File: src/rtl/arq_pkg.sv
// arq_pkg: shared types and default constants for the stop-and-wait ARQ transmitter.
package arq_pkg;

    typedef enum logic [1:0] {
        RSP_ACK     = 2'b00,
        RSP_CORRUPT = 2'b01,
        RSP_NACK    = 2'b10,
        RSP_RSVD    = 2'b11
    } rsp_code_e;

    typedef enum logic [2:0] {
        ST_IDLE,
        ST_FETCH,
        ST_LOAD,
        ST_SEND,
        ST_WAIT
    } arq_state_e;

    localparam int DATA_W_DEF    = 4;
    localparam int MAX_RETRY_DEF = 3;
    localparam int TIMEOUT_DEF   = 8;

endpackage

File: src/rtl/arq_timeout_timer.sv
// arq_timeout_timer: counts response-wait cycles; expire flags the TIMEOUT-th enabled cycle.
module arq_timeout_timer #(
    parameter int TIMEOUT = 8
) (
    input  logic clk,
    input  logic rst_n,
    input  logic clear,
    input  logic en,
    output logic expire
);
    localparam int TW = $clog2(TIMEOUT + 1);

    logic [TW-1:0] count;

    always_ff @(posedge clk or negedge rst_n) begin
        if (!rst_n)
            count <= '0;
        else if (clear)
            count <= '0;
        else if (en)
            count <= count + TW'(1);
    end

    assign expire = en && (count == TW'(TIMEOUT - 1));

endmodule

File: src/rtl/arq_retx_ctrl.sv
// arq_retx_ctrl: stop-and-wait ARQ transmit controller; pops a FIFO word, sends it with an
// alternating sequence bit and retransmits on NACK/CORRUPT/timeout up to MAX_RETRY times.
module arq_retx_ctrl
    import arq_pkg::*;
#(
    parameter int DATA_W    = DATA_W_DEF,
    parameter int MAX_RETRY = MAX_RETRY_DEF,
    parameter int TIMEOUT   = TIMEOUT_DEF
) (
    input  logic              clk,
    input  logic              rst_n,
    input  logic              fifo_empty,
    output logic              fifo_rd_en,
    input  logic [DATA_W-1:0] fifo_rd_data,
    output logic              tx_valid,
    output logic [DATA_W-1:0] tx_data,
    output logic              tx_seq,
    input  logic              tx_ready,
    input  logic              rsp_valid,
    input  logic [1:0]        rsp_code,
    output logic              ack_pulse,
    output logic              drop_pulse,
    output logic [3:0]        retry_cnt,
    output logic [7:0]        err_cnt,
    output logic              busy
);
    arq_state_e        state;
    logic              seq;
    logic [DATA_W-1:0] hold_reg;
    logic              tmr_clear;
    logic              tmr_en;
    logic              expire;
    logic              rsp_ack;
    logic              rsp_err;
    logic              retx;

    assign tx_data   = hold_reg;
    assign tx_seq    = seq;
    assign busy      = state != ST_IDLE;
    assign tmr_clear = (state == ST_SEND) && tx_ready;
    assign tmr_en    = state == ST_WAIT;
    assign rsp_ack   = rsp_valid && (rsp_code_e'(rsp_code) == RSP_ACK);
    assign rsp_err   = rsp_valid && (rsp_code_e'(rsp_code) == RSP_CORRUPT ||
                                     rsp_code_e'(rsp_code) == RSP_NACK);
    // A real response in the expiry cycle suppresses the timeout; reserved codes do not.
    assign retx      = rsp_err || (expire && !rsp_ack);

    arq_timeout_timer #(
        .TIMEOUT (TIMEOUT)
    ) u_timer (
        .clk    (clk),
        .rst_n  (rst_n),
        .clear  (tmr_clear),
        .en     (tmr_en),
        .expire (expire)
    );

    always_ff @(posedge clk or negedge rst_n) begin
        if (!rst_n) begin
            state      <= ST_IDLE;
            seq        <= 1'b0;
            hold_reg   <= '0;
            fifo_rd_en <= 1'b0;
            tx_valid   <= 1'b0;
            ack_pulse  <= 1'b0;
            drop_pulse <= 1'b0;
            retry_cnt  <= '0;
            err_cnt    <= '0;
        end else begin
            fifo_rd_en <= 1'b0;
            ack_pulse  <= 1'b0;
            drop_pulse <= 1'b0;
            case (state)
                ST_IDLE: begin
                    if (!fifo_empty) begin
                        state      <= ST_FETCH;
                        fifo_rd_en <= 1'b1;
                    end
                end
                ST_FETCH: state <= ST_LOAD;
                ST_LOAD: begin
                    hold_reg <= fifo_rd_data;
                    tx_valid <= 1'b1;
                    state    <= ST_SEND;
                end
                ST_SEND: begin
                    if (tx_ready) begin
                        tx_valid <= 1'b0;
                        state    <= ST_WAIT;
                    end
                end
                ST_WAIT: begin
                    if (rsp_ack) begin
                        seq       <= ~seq;
                        retry_cnt <= '0;
                        ack_pulse <= 1'b1;
                        state     <= ST_IDLE;
                    end else if (retx) begin
                        err_cnt <= (err_cnt == 8'hFF) ? err_cnt : err_cnt + 8'd1;
                        if (retry_cnt < 4'(MAX_RETRY)) begin
                            retry_cnt <= retry_cnt + 4'd1;
                            tx_valid  <= 1'b1;
                            state     <= ST_SEND;
                        end else begin
                            drop_pulse <= 1'b1;
                            seq        <= ~seq;
                            retry_cnt  <= '0;
                            state      <= ST_IDLE;
                        end
                    end
                end
                default: state <= ST_IDLE;
            endcase
        end
    end

endmodule

File: config.mk
export PLATFORM = sky130hd
export DESIGN_NAME = arq_retx_ctrl
export DESIGN_NICKNAME = d
export VERILOG_FILES = /design/src/rtl/arq_pkg.sv /design/src/rtl/arq_timeout_timer.sv /design/src/rtl/arq_retx_ctrl.sv
export SDC_FILE = /design/constraint.sdc
export NUM_CORES = 1
export LEC_CHECK = 0
export ABC_AREA = 1
export BUFFER_PORTS_ARGS = -buffer_cell sky130_fd_sc_hd__buf_4
export CAP_MARGIN = 5
export CORE_MARGIN = 5
export CORE_UTILIZATION = 35
export DETAILED_ROUTE_END_ITERATION = 8
export PLACE_DENSITY = 0.67
export SLEW_MARGIN = 15
export SYNTH_ARGS = -nofsm -noshare
export SYNTH_HDL_FRONTEND = slang
export SYNTH_SLANG_ARGS = --single-unit
File: constraint.sdc
create_clock -name clk -period 2.57 [get_ports clk]
set_input_delay 0.514 -clock clk [delete_from_list [all_inputs] [get_ports clk]]
set_output_delay 0.514 -clock clk [all_outputs]
set_load 0.05 [all_outputs]
* Word level (Yosys, flattened, before mapping) *
Index checks and enable logic that the tools add are counted.

operators by class
  add/sub/neg operators = 3
  $lt $le $gt $ge = 1
  equal/unequal tests = 15
  muxes and demuxes = 27
  bitwise operators = 3
  reductions and logical operators = 19

operators with widths
  cell                                                  number
  two-way mux 4 bit                                     5
  two-way mux 1 bit                                     15
  case mux 3 bit (5 select lines)                       1
  two-way mux 3 bit                                     4
  != test 2 bit (second input constant)                 6
  adder 4 x 1 -> 4 bit (second input constant)          2
  adder 8 x 1 -> 8 bit (second input constant)          1
  equality test 8 bit (second input constant)           1
  equality test 3 x 2 -> 1 bit (second input constant)  2
  AND reduction 3 bit                                   2
  nonzero test 3 bit                                    2
  logical AND 1 bit                                     5
  AND reduction 5 bit                                   1
  equality test 4 x 3 -> 1 bit (second input constant)  1
  < comparator 4 x 2 -> 1 bit (second input constant)   1
  AND reduction 4 bit                                   1
  nonzero test 2 bit                                    2
  equality test 3 x 1 -> 1 bit (second input constant)  1
  equality test 3 bit (second input constant)           1
  logical NOT 3 bit                                     1
  != test 3 bit (second input constant)                 1
  inverter 1 bit                                        3
  case mux 1 bit (3 select lines)                       1
  equality test 2 x 1 -> 1 bit (second input constant)  1
  other kinds (6)                                       7

word-level totals
  register bits after elaboration = 28
  bits of input ports = 11
  output and inout bits = 22
  logic and storage cells = 78

* Longest topological paths before layout *
Gate-level depths: netlist of run 1.

  depth after elaboration = 8
  mapped depth = 10
  mapped depth without buffers = 10

* Cells and area by module *
Synthesis of run 1 repeated with hierarchy kept, for this count alone.

unflattened totals
  cells, all modules = 176
  area total of the unflattened synthesis = 1470.2 sq um

modules (own cells, without submodules)
  module             instances  cells each  area an instance (sq um)  seq. area each (sq um)
  arq_retx_ctrl      1          151         1265.0                    600.6
  arq_timeout_timer  1          25          205.2                     100.1

* Worst setup path before layout of run 1 *
OpenSTA, ideal clock, no wires.

  path kind = register to register
  from = register retry_cnt[0]
  to = register retry_cnt[0]
  setup time = 0.083 ns
  arrival time = 1.714 ns
  required time = 2.487 ns
  setup slack = 0.773 ns
  cell stages (with the launch flop) = 6
  path buffers = 0
  clock period less this slack = 1.797 ns
  cell sequence = dfrtp_1 > ha_1 > nor3_1 > nand2_1 > or2_2 > o21ai_0

between the ends
  word-level cells in the longest chain between the ends = 4
  elaborated cells on any way between the ends = 5
  classes of those cells = add/sub (1); order compare (1); mux (3)

RTL lines
  what                                                                 line                                        source
  start, declared                                                      arq_retx_ctrl.sv:23                         output logic [3:0] retry_cnt,
  start signal, assigned                                               arq_retx_ctrl.sv:101                        retry_cnt <= retry_cnt + 4'd1;
  adder 4 x 1 -> 4 bit or < comparator 4 x 2 -> 1 bit (tied branches)  arq_retx_ctrl.sv:101, arq_retx_ctrl.sv:100
  two-way mux 4 bit (*)                                                arq_retx_ctrl.sv:100                        if (retry_cnt < 4'(MAX_RETRY)) begin
  two-way mux 4 bit (*)                                                arq_retx_ctrl.sv:98                         end else if (retx) begin
  two-way mux 4 bit (*)                                                arq_retx_ctrl.sv:93                         if (rsp_ack) begin

Mark *: on every way between the ends. The rest lies on a longest branch, timed or not. The select of a mux whose other input is x is not followed.
A chain may end at the register's enable or synchronous reset.

* Worst setup path after layout of run 1 *
Same ends and word-level chain as after synthesis.

==> impl_table.tex, run 1 <==
\begin{tabular}{lr}
\hline
Metric & Value \\
\hline
\multicolumn{2}{l}{\textbf{Run status}} \\
Status & finished, final reports clean \\
\multicolumn{2}{l}{\textbf{STA}} \\
Maximum frequency from static timing analysis & between 0.5 and 0.6 GHz \\
Slew Viols, Final & 0 \\
Transition time at the pin with the least slew margin & roughly 0.47 ns \\
Final Skew & between 0.003 and 0.004 ns \\
Number of failing hold endpoints at the final stage & 0 \\
Share of the clock period used by the worst path after layout & 0.688 \\
Max-slew headroom at the worst pin & 0.684 \\
Final count of negative-setup-slack endpoints & 0 \\
Unrepaired setup endpoints after global routing & no \\
Min Tclk post-route & about 1.8 ns \\
Setup TNS Final & 0 ns \\
\multicolumn{2}{l}{\textbf{Yosys}} \\
Post-synthesis instance area & 0.00141 mm2 \\
Post-Synth Simple-Gate Area & 0.302 \\
Post-synthesis instance total & between 150 and 200 \\
Synthesized net count & between 150 and 200 \\
Fraction of the yosys area taken by sequential cells & 0.497 \\
Mean instance size in the synthesized netlist & 8.64 um2 \\
Yosys warns & 0 \\
Dominant combinational cell family by area after synthesis & simple AND/OR/NAND/NOR gates \\
Complex-gate fraction of the synthesized area & 0.0506 \\
Adder-cell share of the synthesized area & 0.0355 \\
Synthesized flop and latch total & 28 \\
Library cells used by synthesis & 22 \\
XOR/XNOR share of the synthesized area & 0.0373 \\
Share of synthesized area spent on multiplexers & 0.0320 \\
\multicolumn{2}{l}{\textbf{Clocking}} \\
Number of H-tree levels & 1 \\
Clock Path Buffers & 2 \\
Cts bufs inserted & 3 \\
TritonCTS Sinks & 28 \\
Post-cts hold buffer count & 0 \\
Clock transition at the registers of the reported paths & around 0.09 ns \\
Clock tree from TritonCTS & built \\
Clock insertion delay at the later pin of the skew report & 0.26 ns \\
Setup repair bufs after CTS & 0 \\
Clock root cell & clkbuf\_8 \\
CTS resizes & 0 \\
\multicolumn{2}{l}{\textbf{Critical path}} \\
FF-to-FF path depth & 5 \\
Beginning of the critical path & retry\_cnt[0]\$\_DFFE\_PN0P\_ \\
RR Startpoint & retry\_cnt[0]\$\_DFFE\_PN0P\_ \\
Type of origin of the critical path & flip-flop \\
Maximum fanout along the worst path & 4 \\
Data required time of the worst path & 2.76 ns \\
Type of the setup path with the least slack & flip-flop to flip-flop \\
Data arrival time of the worst path & around 2 ns \\
Crit path capture type & flip-flop \\
\multicolumn{2}{l}{\textbf{Die}} \\
Count of boundary I/O pins & 33 \\
Die boundary width & 73.4 um \\
Effective utilization at floorplan & 0.357 \\
Standard cell core area & slightly below 0.004 mm2 \\
Die area & 0.00539 mm2 \\
Vertical die dimension & around 73 um \\
Number of cell rows & 23 \\
\multicolumn{2}{l}{\textbf{Drt}} \\
Vias & 1147 \\
DR vias/cell & approximately 4.6 \\
DR pass1 iterations & 4 \\
Number of nets still failing antenna checks after routing & 0 \\
Count of unresolved DRC violations after routing & 0 \\
Total length of routed wires & 2700 um \\
Post-detailed-route wirelength per cell & 10.8 um \\
Initial drt markers & 82 \\
\multicolumn{2}{l}{\textbf{Power and ir drop}} \\
Total power density per cell area & 947 mW/mm2 \\
Highest ir drop seen on vdd & $\sim$0.42 mV \\
Internal cell power & $\sim$940 uW \\
Switching portion of total power & 0.437 \\
Reg power frac & 0.376 \\
Portion of total power attributed to combinational logic & 0.467 \\
Net Switching & 731 uW \\
Share of power burned in the clock network & 0.158 \\
Leakage power of the design & about 0.96 nW \\
\multicolumn{2}{l}{\textbf{GRT}} \\
First-pass GRT wire length & approximately 4900 um \\
Number of antenna violations at the first check in global routing & 0 \\
Global routing usage summed across all routing layers & 0.114 \\
Vias in the first global route & around 1100 \\
Congestion Overflow GR & 0 \\
Largest net degree at the start of global routing & 29 \\
\multicolumn{2}{l}{\textbf{Hold path}} \\
Worst min-delay path category & input pin to async pin \\
\multicolumn{2}{l}{\textbf{Layout}} \\
Area growth syn-to-layout & 25.4\% \\
\# diodes & 0 \\
Core utilization of the finished layout & 0.448 \\
Finished layout cell area & 0.00177 mm2 \\
Most common library cell in the layout ignoring fill and taps & nand2\_1 \\
Layout cell share with drive strength beyond 1 & 0.241 \\
Net count of the finished layout & 215 \\
Highest-count cells in the layout ignoring fill and taps & nand2\_1 (48), buf\_4 (32), dfrtp\_1 (28) \\
\multicolumn{2}{l}{\textbf{Placed design}} \\
Cell Area, Placed & roughly 0.0017 mm2 \\
Total of buffers placed on input and output ports & 32 \\
Estimated wirelength of the detail-placed design & 2110 um \\
Final Wtd Congestion & 0.801 \\
\multicolumn{2}{l}{\textbf{Job}} \\
Number of maximum-capacitance constraint violations & 0 \\
\hline
\end{tabular}
-- final cells by class --
class                      instances  area, um2
sequential                        28        701
fill                             393       2180
tap                               50       62.6
multi-input combinational        118        644
inverter                          17       63.8
timing repair buffer              32        240
clock buffer                       4       55.1
-- metrics by stage --
stage / cells / total power, mW / setup slack, ns / hold slack, ns
2_1_floorplan: 163 / 1.20 / 0.773 / 0.218
3_3_place_gp: 245 / 1.42 / 0.698 / 0.454
3_5_place_dp: 245 / 1.43 / 0.680 / 0.455
4_1_cts: 249 / 1.70 / 0.784 / 0.154
5_1_grt: 249 / 1.80 / 0.607 / 0.160
6_report: 249 / 1.67 / 0.801 / 0.145
-- Yosys cell counts --
| library cell | n | share of area |
|---|---|---|
| a21oi_1 | 3 | 0.011 |
| a31oi_1 | 2 | 0.0089 |
| dfrtp_1 | 28 | 0.50 |
| ha_1 | 4 | 0.036 |
| inv_1 | 16 | 0.043 |
| inv_2 | 1 | 0.0027 |
| mux2_2 | 4 | 0.032 |
| nand2_1 | 48 | 0.13 |
| nand2_4 | 2 | 0.016 |
| nand3_1 | 17 | 0.060 |
| nand3b_1 | 1 | 0.0053 |
| nand4_1 | 2 | 0.0089 |
| nor2_1 | 16 | 0.043 |
| nor2_4 | 3 | 0.024 |
| nor3_1 | 2 | 0.0071 |
| nor3b_1 | 1 | 0.0053 |
| o211ai_1 | 1 | 0.0053 |
| o21ai_0 | 4 | 0.014 |
| o21ai_4 | 1 | 0.012 |
| or2_2 | 1 | 0.0044 |
| xnor2_1 | 3 | 0.019 |
| xor2_1 | 3 | 0.019 |
-- final timing paths --
path                                            endpoint  slack [ns]
worst min register to register        tx_seq$_DFFE_PN0P_        0.50
min in group clk                    fifo_rd_en$_DFF_PN0_        0.40
worst min-delay path            retry_cnt[3]$_DFFE_PN0P_        0.14
max in group asynchronous         tx_data[2]$_DFFE_PN0N_        2.15
worst max-delay path            retry_cnt[0]$_DFFE_PN0P_        0.80
worst max register to register  retry_cnt[0]$_DFFE_PN0P_        0.80
-- cells by family after synthesis --
| family | after synthesis |
|---|---|
| AOI/OAI and AO/OA | 11 |
| xor gates and xnor gates | 6 |
| adders and majority gates | 4 |
| buffers and inverters | 17 |
| DFF | 28 |
| muxes | 4 |
| and+or+nand+nor | 93 |
-- flip-flops by register name, summed over array words and instances (netlist names) --
register,count
drop_pulse,1
tx_seq,1
fifo_rd_en,1
ack_pulse,1
retry_cnt,4
u_timer.count,4
state,3
err_cnt,8
tx_data,4
tx_valid,1
-- power by group through the flow --
stage          Clock, mW  Combinational [mW]  Sequential (mW)
4_1_cts            0.279               0.792            0.628
3_5_place_dp           0               0.790            0.637
2_1_floorplan          0               0.326            0.875
3_3_place_gp           0               0.780            0.637
5_1_grt            0.296               0.862            0.645
6_report           0.264               0.781            0.628
-- worst max-delay path, stage by stage (launching register included) --
cell	delay, ns
dfrtp_1	0.42
ha_1	0.20
nor3_1	0.42
nand2_1	0.20
or2_2	0.31
o21ai_0	0.15
-- per-layer routing --
| layer | part of all wire | global-route usage | vias up |
|---|---|---|---|
| met2 | 0.47 | 0.175 | 21 |
| met5 | 0 | 0 | - |
| met3 | 0.064 | 0.0287 | 2 |
| met1 | 0.46 | 0.159 | 525 |
| met4 | 0.0067 | 0.0302 | 0 |
| li1 | - | - | 599 |
Power figures use the tool's default switching activity.
==> inputs of run 2 (changes only) <==
--- a/config.mk
+++ b/config.mk
@@ -11,7 +11,7 @@
 export CORE_MARGIN = 5
 export CORE_UTILIZATION = 35
 export DETAILED_ROUTE_END_ITERATION = 8
-export PLACE_DENSITY = 0.67
+export PLACE_DENSITY = 0.69
 export SLEW_MARGIN = 15
 export SYNTH_ARGS = -nofsm -noshare
 export SYNTH_HDL_FRONTEND = slang
==> constraint.sdc (replaced) <==
create_clock -name clk -period 1.5 [get_ports clk]
set_input_delay 0.3 -clock clk [delete_from_list [all_inputs] [get_ports clk]]
set_output_delay 0.3 -clock clk [all_outputs]
set_load 0.05 [all_outputs]
==> impl_table.tex, run 2 (synthesis gave the netlist of run 1 again) <==
\begin{tabular}{lr}
\hline
Metric & Value \\
\hline
\multicolumn{2}{l}{\textbf{Run status}} \\
Status & finished, final reports clean \\
\multicolumn{2}{l}{\textbf{Critical path}} \\
Type of origin of the critical path & flip-flop \\
Data arrival time of the worst path & 1.64 ns (-0.32 ns) \\
Maximum single-stage delay on the critical path & 0.42 ns (about the same) \\
Worst-case register-to-register setup slack & 0.04 ns (-0.76 ns) \\
FF-to-FF path depth & 8 (+3) \\
Cell type of the slowest stage on the worst timing path & dfrtp\_1 \\
Type of the setup path with the least slack & flip-flop to flip-flop \\
Crit path capture type & flip-flop \\
Beginning of the critical path & state[0]\$\_DFFE\_PN0P\_ \\
Maximum fanout along the worst path & 8 (+4) \\
Number of logic stages on the critical path including buffering & 8 (+3) \\
RR Startpoint & state[0]\$\_DFFE\_PN0P\_ \\
Data required time of the worst path & 1.67 ns (-1.09 ns) \\
Cells along the critical path & nor2\_4 > nand2\_4 > nor2\_4 > inv\_2 > o21ai\_4 > nand2\_4 > nand2\_1 > nand2\_1 \\
Crit path max-delay family & simple AND/OR/NAND/NOR gates \\
Number of buffers and inverters on the critical path & 1 (+1) \\
\multicolumn{2}{l}{\textbf{Drt}} \\
Vias & 1250 (+9.0\%) \\
Number of nets still failing antenna checks after routing & 0 (unchanged) \\
DR vias/cell & 4.58 (-0.60\%) \\
Wire length on met1 & 1420 um (+15\%) \\
Uppermost signal routing layer after detailed routing & met4 \\
Total length of routed wires & 3070 um (+14\%) \\
Post-detailed-route wirelength per cell & 11.3 um (+4.0\%) \\
Initial drt markers & 41 (-50\%) \\
DR pass1 iterations & 4 (unchanged) \\
Count of unresolved DRC violations after routing & 0 (unchanged) \\
Length of routed met2 wiring & 1450 um (+14\%) \\
Total met3 wirelength after detailed routing & 177 um (+2.3\%) \\
\multicolumn{2}{l}{\textbf{Clocking}} \\
Number of H-tree levels & 1 (unchanged) \\
Clock insertion delay at the later pin of the skew report & 0.27 ns (about the same) \\
Clock tree from TritonCTS & built \\
TritonCTS Sinks & 28 (unchanged) \\
Cts bufs inserted & 3 (unchanged) \\
Clock transition at the registers of the reported paths & 0.09 ns (about the same) \\
Clock Path Buffers & 2 (unchanged) \\
Clock root cell & clkbuf\_8 \\
\multicolumn{2}{l}{\textbf{GRT}} \\
Congestion Overflow GR & 0 (unchanged) \\
Largest net degree at the start of global routing & 29 (unchanged) \\
First-pass GRT wire length & 5110 um (+4.9\%) \\
Vias in the first global route & 1169 (+10\%) \\
Number of antenna violations at the first check in global routing & 0 (unchanged) \\
Global routing usage summed across all routing layers & 0.121 (+0.00743) \\
\multicolumn{2}{l}{\textbf{Layout}} \\
Total area of multi-input combinational cells & 673 um2 (+4.5\%) \\
Sequential Area & 708 um2 (+1.1\%) \\
Number of filler cells placed in the layout & 386 (-1.8\%) \\
Reg with most FFs & err\_cnt \\
Most common library cell in the layout ignoring fill and taps & buf\_4 \\
Core utilization of the finished layout & 0.509 (+0.0606) \\
Max FFs per register & 8 (unchanged) \\
Final cell count without fillers & 273 (+9.6\%) \\
\# diodes & 0 (unchanged) \\
Finished layout cell area & 0.00201 mm2 (+14\%) \\
Highest-count cells in the layout ignoring fill and taps & buf\_4 (54), nand2\_1 (44), dfrtp\_1 (22) \\
Layout cell share with drive strength beyond 1 & 0.381 (+0.140) \\
Area growth syn-to-layout & 42.4\% \\
Net count of the finished layout & 239 (+11\%) \\
\multicolumn{2}{l}{\textbf{Hold path}} \\
Hold-critical path depth & 2 \\
Hold Path Origin & fifo\_empty \\
Worst min-delay path category & input pin to flip-flop \\
\multicolumn{2}{l}{\textbf{Power and ir drop}} \\
Net Switching & 1.30 mW (+78\%) \\
Highest ir drop seen on vdd & 1.01 mV (+140\%) \\
Switching portion of total power & 0.411 (-0.0264) \\
Final Total Pwr & 3.17 mW (+90\%) \\
Total power density per cell area & 1580 mW/mm2 (+67\%) \\
Portion of total power attributed to combinational logic & 0.477 (+0.010) \\
Share of power burned in the clock network & 0.185 (+0.027) \\
Leakage power of the design & 1.07 nW (+12\%) \\
Internal cell power & 1.87 mW (+99\%) \\
Reg power frac & 0.338 (-0.038) \\
\multicolumn{2}{l}{\textbf{Die}} \\
Effective utilization at floorplan & 0.357 (unchanged) \\
Count of boundary I/O pins & 33 (unchanged) \\
Vertical die dimension & 73.4 um (unchanged) \\
Number of cell rows & 23 (unchanged) \\
Standard cell core area & 0.00394 mm2 (unchanged) \\
Die area & 0.00539 mm2 (unchanged) \\
Die boundary width & 73.4 um (unchanged) \\
\multicolumn{2}{l}{\textbf{STA}} \\
Transition time at the pin with the least slew margin & 0.355 ns (-0.117 ns) \\
Unrepaired setup endpoints after global routing & yes \\
Worst hold margin & 0.175 ns (+0.0299 ns) \\
Final Skew & 0.00181 ns (-0.00134 ns) \\
Max-slew headroom at the worst pin & 0.764 (+0.0794) \\
Final count of negative-setup-slack endpoints & 0 (unchanged) \\
Slew Viols, Final & 0 (unchanged) \\
Number of failing hold endpoints at the final stage & 0 (unchanged) \\
Share of the clock period used by the worst path after layout & 0.976 (+0.287) \\
Maximum frequency from static timing analysis & 0.683 GHz (+21\%) \\
Min Tclk post-route & 1.46 ns (-0.305 ns) \\
\multicolumn{2}{l}{\textbf{Placed design}} \\
Estimated wirelength of the detail-placed design & 2340 um (+11\%) \\
Cell Area, Placed & 0.00186 mm2 (+8.4\%) \\
Count of placed standard cells including taps & 262 (+6.9\%) \\
Final Wtd Congestion & 0.793 (-0.90\%) \\
Total of buffers placed on input and output ports & 32 (unchanged) \\
\multicolumn{2}{l}{\textbf{Job}} \\
Number of maximum-capacitance constraint violations & 0 (unchanged) \\
\hline
\end{tabular}
run 2: cell count changes in the layout (fill, tap and decap cells not counted), moves of 2 or more:
| cell | before | now |
|---|---|---|
| nor3_2 | 0 | 2 |
| buf_4 | 32 | 54 |
| nand2_2 | 0 | 4 |
| dfrtp_2 | 0 | 6 |
| nand2_1 | 48 | 44 |
| o21ai_1 | 0 | 2 |
| o21ai_0 | 4 | 2 |
| nor3_1 | 2 | 0 |
| dfrtp_1 | 28 | 22 |
run 2: layout make-up:
type / count / share of cell area
clock buffers: 3 / 0.0206
clock inverters: 1 / 0.0150
inverters: 17 / 0.0318
multi-input cells: 118 / 0.336
flip-flops and latches: 28 / 0.353
well taps: 50 / 0.0312
repair buffers: 56 / 0.213
run 2: repair_timing:
action / in CTS / in global routing
endpoints found under the hold margin: 28 / 0
pin swaps: 1 / 6
endpoints found under the setup margin: 1 / 14
resized for setup: 1 / 9
hold buffers: 1 / 0
buffers inserted: 2 / 5
run 2: worst reg2reg max path: stages (launching register included):
cell	delay, ns
dfrtp_1	0.42
nor2_4	0.17
nand2_4	0.08
nor2_4	0.09
inv_2	0.07
o21ai_4	0.26
nand2_4	0.13
nand2_1	0.09
nand2_1	0.05
run 2: path summary, 6_finish.rpt:
kind | end
max in group asynchronous | err_cnt[1]$_DFFE_PN0P_
hold / removal | fifo_rd_en$_DFF_PN0_
hold reg to reg | tx_valid$_DFFE_PN0P_
min in group asynchronous | tx_data[0]$_DFFE_PN0N_
setup / recovery | err_cnt[0]$_DFFE_PN0P_
setup reg to reg | err_cnt[0]$_DFFE_PN0P_
run 2: power by group through the flow:
stage	registers, mW	logic (mW)	clock network, mW
2_1_floorplan	1.51	0.558	0
3_3_place_gp	1.09	1.41	0
3_5_place_dp	1.10	1.42	0
4_1_cts	1.07	1.47	0.610
5_1_grt	1.09	1.65	0.634
6_report	1.07	1.51	0.589
run 2: routing by layer:
layer / vias up / GRT usage
li1: 648 / -
met1: 576 / 0.147
met2: 24 / 0.211
met3: 2 / 0.0260
met4: 0 / 0.0423
met5: - / 0
run 2: per-stage QoR:
step	setup TNS (ns)	setup WS [ns]
detailed placement	-0.483	-0.0655
finish	0	0.0364
floorplan	-0.0394	-0.0394
CTS	0	0.0227
global placement	-0.167	-0.0285
global route	-0.453	-0.0681
==> inputs of run 3 (changes only) <==
--- a/config.mk
+++ b/config.mk
@@ -11,7 +11,7 @@
 export CORE_MARGIN = 5
 export CORE_UTILIZATION = 35
 export DETAILED_ROUTE_END_ITERATION = 8
-export PLACE_DENSITY = 0.69
+export PLACE_DENSITY = 0.67
 export SLEW_MARGIN = 15
 export SYNTH_ARGS = -nofsm -noshare
 export SYNTH_HDL_FRONTEND = slang
==> constraint.sdc (replaced) <==
create_clock -name clk -period 1.64 [get_ports clk]
set_input_delay 0.328 -clock clk [delete_from_list [all_inputs] [get_ports clk]]
set_output_delay 0.328 -clock clk [all_outputs]
set_load 0.05 [all_outputs]
==> impl_table.tex, run 3 (synthesis gave the netlist of run 1 again) <==
\begin{tabular}{lr}
\hline
Metric & Value \\
\hline
\multicolumn{2}{l}{\textbf{Run status}} \\
Status & finished, final reports clean \\
\multicolumn{2}{l}{\textbf{Placed design}} \\
Estimated wirelength of the detail-placed design & 2250 um (-4.1\%) \\
Total of buffers placed on input and output ports & 32 (unchanged) \\
Setup Slack @ Placement & 0.0267 ns (+0.0923 ns) \\
Final Wtd Congestion & 0.782 (-1.4\%) \\
Cell Area, Placed & 0.00175 mm2 (-5.9\%) \\
\multicolumn{2}{l}{\textbf{Drt}} \\
Number of nets still failing antenna checks after routing & 0 (unchanged) \\
Initial drt markers & 39 (-4.9\%) \\
Vias & 1195 (-4.4\%) \\
DR pass1 iterations & 4 (unchanged) \\
Post-detailed-route wirelength per cell & 11.3 um (+0.34\%) \\
Total length of routed wires & 2880 um (-6.3\%) \\
Count of unresolved DRC violations after routing & 0 (unchanged) \\
DR vias/cell & 4.69 (+2.3\%) \\
\multicolumn{2}{l}{\textbf{Layout}} \\
Highest-count cells in the layout ignoring fill and taps & nand2\_1 (48), buf\_4 (36), dfrtp\_1 (24) \\
Net count of the finished layout & 221 (-7.5\%) \\
Number of filler cells placed in the layout & 379 (-1.8\%) \\
Sequential Area & 706 um2 (-0.35\%) \\
Most common library cell in the layout ignoring fill and taps & nand2\_1 \\
Total area of multi-input combinational cells & 654 um2 (-2.8\%) \\
\# diodes & 0 (unchanged) \\
Area growth syn-to-layout & 31.9\% \\
Layout cell share with drive strength beyond 1 & 0.288 (-0.0934) \\
Reg with most FFs & err\_cnt \\
Finished layout cell area & 0.00186 mm2 (-7.4\%) \\
Max FFs per register & 8 (unchanged) \\
\multicolumn{2}{l}{\textbf{Power and ir drop}} \\
Highest ir drop seen on vdd & 0.519 mV (-49\%) \\
Share of power burned in the clock network & 0.195 (+0.010) \\
Reg power frac & 0.356 (+0.018) \\
Switching portion of total power & 0.420 (+0.00885) \\
Leakage power of the design & 0.990 nW (-7.8\%) \\
Final Total Pwr & 2.78 mW (-12\%) \\
Total power density per cell area & 1500 mW/mm2 (-5.5\%) \\
Net Switching & 1.17 mW (-11\%) \\
Portion of total power attributed to combinational logic & 0.449 (-0.028) \\
Internal cell power & 1.61 mW (-14\%) \\
\multicolumn{2}{l}{\textbf{STA}} \\
Worst hold margin & 0.208 ns (+0.0337 ns) \\
Max-slew headroom at the worst pin & 0.762 (-0.00144) \\
Min Tclk post-route & between 1.5 and 2 ns \\
Final WS setup & 0.134 ns (+0.0973 ns) \\
Slew Viols, Final & 0 (unchanged) \\
Unrepaired setup endpoints after global routing & no \\
Setup TNS Final & 0 ns (unchanged) \\
Number of failing hold endpoints at the final stage & 0 (unchanged) \\
Maximum frequency from static timing analysis & $\sim$0.66 GHz \\
Share of the clock period used by the worst path after layout & 0.919 \\
Final Skew & 0.00603 ns (+0.00422 ns) \\
Transition time at the pin with the least slew margin & 0.357 ns (+0.00216 ns) \\
Final count of negative-setup-slack endpoints & 0 (unchanged) \\
\multicolumn{2}{l}{\textbf{Clocking}} \\
Clock insertion delay at the later pin of the skew report & 0.27 ns (about the same) \\
Number of H-tree levels & 1 (unchanged) \\
Clock tree from TritonCTS & built \\
Clock root cell & clkbuf\_8 \\
Clock Path Buffers & 2 (unchanged) \\
Clock transition at the registers of the reported paths & 0.10 ns (about the same) \\
Cts bufs inserted & 3 (unchanged) \\
TritonCTS Sinks & 28 (unchanged) \\
\multicolumn{2}{l}{\textbf{GRT}} \\
First-pass GRT wire length & 4930 um (-3.5\%) \\
Global routing usage summed across all routing layers & 0.114 (-0.00705) \\
Vias in the first global route & 1172 (+0.26\%) \\
Number of antenna violations at the first check in global routing & 0 (unchanged) \\
Largest net degree at the start of global routing & 29 (unchanged) \\
Congestion Overflow GR & 0 (unchanged) \\
\multicolumn{2}{l}{\textbf{Critical path}} \\
Cells along the critical path & nor2\_4 > nand2\_1 > buf\_4 \\
Worst-case register-to-register setup slack & 0.16 ns (+0.12 ns) \\
Data required time of the worst path & 1.31 ns (-0.36 ns) \\
Data arrival time of the worst path & 1.18 ns (-0.46 ns) \\
Crit path capture type & output port \\
Maximum fanout along the worst path & 4 (-4) \\
Cell type of the slowest stage on the worst timing path & dfrtp\_1 \\
Beginning of the critical path & state[0]\$\_DFFE\_PN0P\_ \\
Type of origin of the critical path & flip-flop \\
Maximum single-stage delay on the critical path & 0.43 ns (about the same) \\
Crit path max-delay family & flip-flops \\
Number of buffers and inverters on the critical path & 1 (unchanged) \\
R2R Path End & retry\_cnt[0]\$\_DFFE\_PN0P\_ \\
RR Startpoint & retry\_cnt[0]\$\_DFFE\_PN0P\_ \\
Type of the setup path with the least slack & flip-flop to output port \\
FF-to-FF path depth & 5 (-3) \\
\multicolumn{2}{l}{\textbf{Die}} \\
Die boundary width & 73.4 um (unchanged) \\
Effective utilization at floorplan & 0.357 (unchanged) \\
Number of cell rows & 23 (unchanged) \\
Die area & 0.00539 mm2 (unchanged) \\
Count of boundary I/O pins & 33 (unchanged) \\
Vertical die dimension & 73.4 um (unchanged) \\
Standard cell core area & 0.00394 mm2 (unchanged) \\
\multicolumn{2}{l}{\textbf{Hold path}} \\
Hold-critical path depth & 2 (unchanged) \\
Hold Path Origin & fifo\_empty \\
Worst min-delay path category & input pin to flip-flop \\
Hold path endpoint & fifo\_rd\_en\$\_DFF\_PN0\_ \\
\multicolumn{2}{l}{\textbf{Job}} \\
Number of maximum-capacitance constraint violations & 0 (unchanged) \\
\hline
\end{tabular}
run 3: repair_timing:
item,in CTS,in global routing
endpoints found under the setup margin,0,6
resized for setup,0,2
hold buffers,1,0
endpoints found under the hold margin,28,0
setup buffers,0,1
run 3: area by class of cell:
| cell class | instances | share of cell area |
|---|---|---|
| clock buffer | 3 | 0.0222 |
| inverter | 17 | 0.0343 |
| multi-input combinational | 118 | 0.352 |
| timing repair buffer | 38 | 0.162 |
| tap | 50 | 0.0337 |
| clock inverter | 1 | 0.0162 |
| sequential | 28 | 0.380 |
run 3: metrics by stage:
step                      utilization  std cells
after CTS                       0.464        254
final                           0.471        255
after global placement          0.443        249
after floorplan                     -        163
after global routing            0.471        255
after detailed placement        0.443        249
run 3: power by group through the flow:
stage	logic, mW	registers, mW	clock network [mW]
after global routing	1.37	1.01	0.585
after global placement	1.23	1.01	0
final	1.25	0.989	0.540
after detailed placement	1.25	1.01	0
after floorplan	0.510	1.38	0
after CTS	1.26	0.993	0.550
run 3: per-layer routing:
layer,track usage,up-vias,wire length (um)
met5,0,-,0
met1,0.138,558,1230
met3,0.0287,4,175
li1,-,612,-
met4,0.0322,0,30
met2,0.200,21,1440
run 3: worst max path at each step:
stage | to | slack (ns) | depth (start not counted)
2_1_floorplan | retry_cnt[0]$_DFFE_PN0P_ | -0.05 | 5
3_3_place_gp | err_cnt[1]$_DFFE_PN0P_ | 0.03 | 11
3_5_place_dp | err_cnt[2]$_DFFE_PN0P_ | 0.03 | 11
4_1_cts | retry_cnt[0]$_DFFE_PN0P_ | 0.06 | 5
5_1_grt | busy | 0.04 | 3
6_report | busy | 0.13 | 3
run 3: worst reg2reg max path, stage by stage, from the launching register on:
cell and delay [ns]:
dfrtp_2 0.43, ha_1 0.21, nor3_2 0.21, nand2_1 0.13, or2_2 0.28, o21ai_0 0.14
